[src/rtl/gray_pkg.sv]
// Shared Gray-code helpers and counter mode encodings.
// Helpers take full-width operands; callers zero-extend and truncate to their own width.
package gray_pkg;

    localparam int GRAY_MAX_WIDTH = 32;

    localparam int MODE_WRAP = 0;
    localparam int MODE_SAT  = 1;

    function automatic logic [GRAY_MAX_WIDTH-1:0] bin2gray(input logic [GRAY_MAX_WIDTH-1:0] value);
        return value ^ (value >> 1);
    endfunction

    // Zero-extended upper bits keep the prefix XOR exact for narrower counters.
    function automatic logic [GRAY_MAX_WIDTH-1:0] gray2bin(input logic [GRAY_MAX_WIDTH-1:0] value);
        logic [GRAY_MAX_WIDTH-1:0] bin;
        bin[GRAY_MAX_WIDTH-1] = value[GRAY_MAX_WIDTH-1];
        for (int i = GRAY_MAX_WIDTH - 2; i >= 0; i--) begin
            bin[i] = bin[i+1] ^ value[i];
        end
        return bin;
    endfunction

endpackage

[src/rtl/gray_err_check.sv]
// Single-bit-change monitor for the Gray output: flags any non-wrap count step
// whose Gray value changed in anything other than exactly one bit. Sticky until rst.
module gray_err_check #(
    parameter int DATA_WIDTH = 4
) (
    input  logic                  clk,
    input  logic                  rst,
    input  logic                  step,
    input  logic [DATA_WIDTH-1:0] count_out,
    output logic                  err
);

    logic [DATA_WIDTH-1:0] prev_gray;
    logic                  step_q;
    logic                  one_bit;

    assign one_bit = ($countones(count_out ^ prev_gray) == 1);

    // step_q marks that the value now on count_out came from a plain +/-1 step.
    always_ff @(posedge clk) begin
        prev_gray <= count_out;
        if (rst) begin
            step_q <= 1'b0;
            err    <= 1'b0;
        end else begin
            step_q <= step;
            err    <= err | (step_q & ~one_bit);
        end
    end

endmodule

[src/rtl/gray_counter_ud.sv]
// Up/down Gray counter with load, programmable limit and wrap/saturate modes.
// Define GRAY_COUNTER_UD_ERR_CHECK_EN to add the sticky single-bit-change err output.
module gray_counter_ud
    import gray_pkg::*;
#(
    parameter int                    DATA_WIDTH = 4,
    parameter int                    SATURATE   = 0,
    parameter logic [DATA_WIDTH-1:0] RST_VAL    = '0
) (
    input  logic                  clk,
    input  logic                  rst,
    input  logic                  en,
    input  logic                  up,
    input  logic                  load,
    input  logic [DATA_WIDTH-1:0] load_val,
    input  logic [DATA_WIDTH-1:0] limit,
    output logic [DATA_WIDTH-1:0] count_bin,
    output logic [DATA_WIDTH-1:0] count_out,
    output logic                  tc
`ifdef GRAY_COUNTER_UD_ERR_CHECK_EN
    ,
    output logic                  err
`endif
);

    localparam bit SAT_MODE = (SATURATE == MODE_SAT);

    logic [DATA_WIDTH-1:0] next_bin;
    logic                  next_tc;

    // Bound hits raise tc; saturate mode reloads the same bound, so a held counter keeps pulsing.
    always_comb begin
        next_bin = count_bin;
        next_tc  = 1'b0;
        if (load) begin
            next_bin = load_val;
        end else if (en) begin
            if (up) begin
                if (count_bin >= limit) begin
                    next_bin = SAT_MODE ? limit : '0;
                    next_tc  = 1'b1;
                end else begin
                    next_bin = count_bin + DATA_WIDTH'(1);
                end
            end else begin
                if (count_bin == '0) begin
                    next_bin = SAT_MODE ? '0 : limit;
                    next_tc  = 1'b1;
                end else begin
                    next_bin = count_bin - DATA_WIDTH'(1);
                end
            end
        end
    end

    // Gray is encoded from the next binary value so both outputs update on the same edge.
    always_ff @(posedge clk) begin
        if (rst) begin
            count_bin <= RST_VAL;
            count_out <= DATA_WIDTH'(bin2gray(GRAY_MAX_WIDTH'(RST_VAL)));
            tc        <= 1'b0;
        end else begin
            count_bin <= next_bin;
            count_out <= DATA_WIDTH'(bin2gray(GRAY_MAX_WIDTH'(next_bin)));
            tc        <= next_tc;
        end
    end

`ifdef GRAY_COUNTER_UD_ERR_CHECK_EN
    logic step;

    assign step = en & ~load & ~next_tc;

    gray_err_check #(
        .DATA_WIDTH(DATA_WIDTH)
    ) u_err_check (
        .clk      (clk),
        .rst      (rst),
        .step     (step),
        .count_out(count_out),
        .err      (err)
    );
`endif

endmodule

[config.mk]
export PLATFORM = sky130hd
export DESIGN_NAME = gray_counter_ud
export DESIGN_NICKNAME = d
export VERILOG_FILES = /design/src/rtl/gray_pkg.sv /design/src/rtl/gray_err_check.sv /design/src/rtl/gray_counter_ud.sv
export SDC_FILE = /design/constraint.sdc
export NUM_CORES = 1
export LEC_CHECK = 0
export BUFFER_PORTS_ARGS = -buffer_cell sky130_fd_sc_hd__buf_2
export CORE_AREA = 2 2 39 41
export CTS_CLUSTER_DIAMETER = 100
export DETAILED_ROUTE_END_ITERATION = 10
export DIE_AREA = 0 0 41 43
export GPL_TIMING_DRIVEN = 0
export PLACE_DENSITY = 0.86
export SKIP_CTS_REPAIR_TIMING = 1
export SYNTH_ARGS = -nofsm -noshare
export SYNTH_HDL_FRONTEND = slang
export SYNTH_SLANG_ARGS = --single-unit
export TNS_END_PERCENT = 50
[constraint.sdc]
create_clock -name clk -period 5.3 [get_ports clk]
set_clock_uncertainty 0.05 [all_clocks]
set_input_delay 0.795 -clock clk [delete_from_list [all_inputs] [get_ports clk]]
set_output_delay 0.795 -clock clk [all_outputs]
set_load 0.05 [all_outputs]
==> results.ini <==
[final_layout]
antenna_cells = 0
syn2layout_area_growth_pct = 21.19
final_cells = 116
layout-drive-gt1-share_pct = 34.00
final_nets = 121

[drt]
ant_nets = 0
post_drt_wl_per_cell_microns = 12.81
drt-pass1-iter-count = 4
drc = 0
via_count = 658
via_per_inst = 5.672
drtIter0Drc = 9
routed_wl_mm = 1.486

[global_routing]
grt_pass1_wl_mm = 2.332
grt_max_degree = 11
grt_pass1_vias = 576
grt_use_total_pct = 19.68
grt_antenna_before_repair = 0
overflow = 0

[floorplanning]
die_h_microns = 43
core_sq_um = 1384
start_util_pct = 48.64
pin_count = 22
dieArea_sq_um = 1763
die_w_microns = 41
rows = 14

[synth]
synth_top_area_cell = dfxtp_1
synth_edf_count = 0
synth_seq_cells = 8
yosys_warnings = 0
yosys.area.top_type_share_pct = 23.79
async_flop_share_pct = 0
netlist_top_cells_count = nor2_1 (11), dfxtp_1 (8), inv_1 (7)
ys_seq_area_share_pct = 23.79
netlist_instances = 77
synthesis.nets = 96
ys_top_cells_by_area = dfxtp_1 (24%), ha_1 (11%), nor2_1 (6.1%)
avgSynthCellArea_sq_um = 8.742
ys.flop_type = dfxtp_1
synthMostInstantiatedCell = nor2_1
synth_cell_types = 33
synth_area_sq_um = 673.1

[placed_design]
placed_cells = 113
dp_hpwl_mm = 1.174
portBuffers = 20
place_congestion = 0.7411

[worst_hold_path]
min_from = count_bin[2]
hold_path.class = flip-flop to flip-flop

[timing]
fin_setup_tns_ns = 0
finalSetupViolCount = 0
max_slew_margin_pct = 64.52
hold_violations = 0
worst_pin_slew_ns = 0.5311
clock.fmax_ghz = 0.4276
slew_violations = 0
rsz0062_at_grt = no
post-route-min-period_ns = 2.339
fin_crit_sh_pct = 44.13

[critical_path]
required_ns = 5.39
crit_type = input port to flip-flop
worstPathArrival_ns = 2.43
path_max_fanout = 3
start_kind = input port
crit_start = limit[0]
rr_startpoint = count_bin[0]
end_kind = flip-flop

[job]
max_cap_viol_count = 0

[clock_tree]
clock_latency_ns = 0.25
cts.clk_slew.worst_paths_ns = 0.05
clk_path_buf_depth = 2
cts_root_buf = clkbuf_4
htree_num_levels = 1
cts_tree = yes
cts.sink_count = 8
cts-buffers-inserted = 3

[status]
run_status = completed

[pwr]
pwr_density_cell_nw_per_um2 = 262.5
power.leakage_uw = 0.0003828
peakVddDrop_uv = 157.6

==> placed cells by master (no fill, tap or decap), types with 2 or more instances in the layout <==
cell      count
a21oi_1       2
dfxtp_1       8
ha_1          6
clkbuf_4      3
buf_2        20
o21ai_0       2
nor3_1        4
buf_4         2
o31ai_2       2
o211ai_1      2
inv_1         7
xnor2_1       3
nor2b_1       4
nand2_1       2
nor2_1       11
a22oi_1       3
==> stage by stage <==
stage	area, sq um	total power [uW]	utilization [%]	hold slack, ns	setup slack [ns]
6_report	815.8	214.1	58.95	0.7431	2.961
5_1_grt	815.8	226.8	58.95	0.7598	2.848
4_1_cts	815.8	215.0	58.95	0.7355	2.965
3_5_place_dp	793.3	168.6	57.32	0.7285	2.703
3_3_place_gp	793.3	166.1	57.32	0.6995	2.725
2_1_floorplan	673.1	147.4	-	0.8166	2.868
==> final cells by class <==
| type | instances | area, sq um |
|---|---|---|
| Fill cell | 124 | 568.0 |
| Multi-Input combinational cell | 58 | 456.7 |
| Sequential cell | 8 | 160.2 |
| Timing Repair Buffer | 20 | 100.1 |
| Buffer | 4 | 30.03 |
| Inverter | 7 | 26.28 |
| Clock buffer | 3 | 22.52 |
| Tap cell | 16 | 20.02 |
==> worst paths after layout <==
path | to | slack (ns) | depth (start not counted)
worst max-delay path | count_out[2] | 2.96 | 8
worst min register to register | tc | 0.74 | 4
worst max register to register | count_out[2] | 3.02 | 8
worst min-delay path | tc | 0.74 | 4
==> sequential cells by signal, summed over array words and instances (netlist names) <==
signal	flops
count_out	3
count_bin	4
tc	1
==> per-layer routing <==
| layer | vias to the layer above | routed length, microns | track usage, % |
|---|---|---|---|
| li1 | 323 | - | - |
| met1 | 305 | 666 | 24.51 |
| met2 | 24 | 695 | 28.75 |
| met3 | 6 | 79 | 2.094 |
| met4 | 0 | 44 | 16.00 |
| met5 | - | 0 | 0 |
==> critical path: stages <==
cell and delay (ns):
buf_2 0.12, ha_1 0.28, nand2b_4 0.15, a2111oi_4 0.38, nor3b_1 0.16, o31ai_2 0.33
xnor2_1 0.16, nor2_1 0.05
==> kinds of logic (layout without fill, tap and decap cells) <==
family | count (synthesis) | after routing | share of synthesized area [%]
XOR/XNOR | 3 | 3 | 3.904
multiplexers | 2 | 2 | 3.717
AND/OR/NAND/NOR | 29 | 29 | 24.72
AO/OA/AOI/OAI | 18 | 18 | 24.35
adder cells (fa/ha/maj) | 6 | 6 | 11.15
flip-flops | 8 | 8 | 23.79
buffers and inverters | 11 | 34 | 8.364
==> report_power, final <==
part | switching [uW] | internal, uW | leakage, uW | total [uW]
clock | 20.2 | 25.9 | 0.0000138 | 46.1
sequential | 5.48 | 66.5 | 0.0000662 | 72.0
combinational | 59.1 | 36.9 | 0.000303 | 96.0
Power figures use the tool's default switching activity.
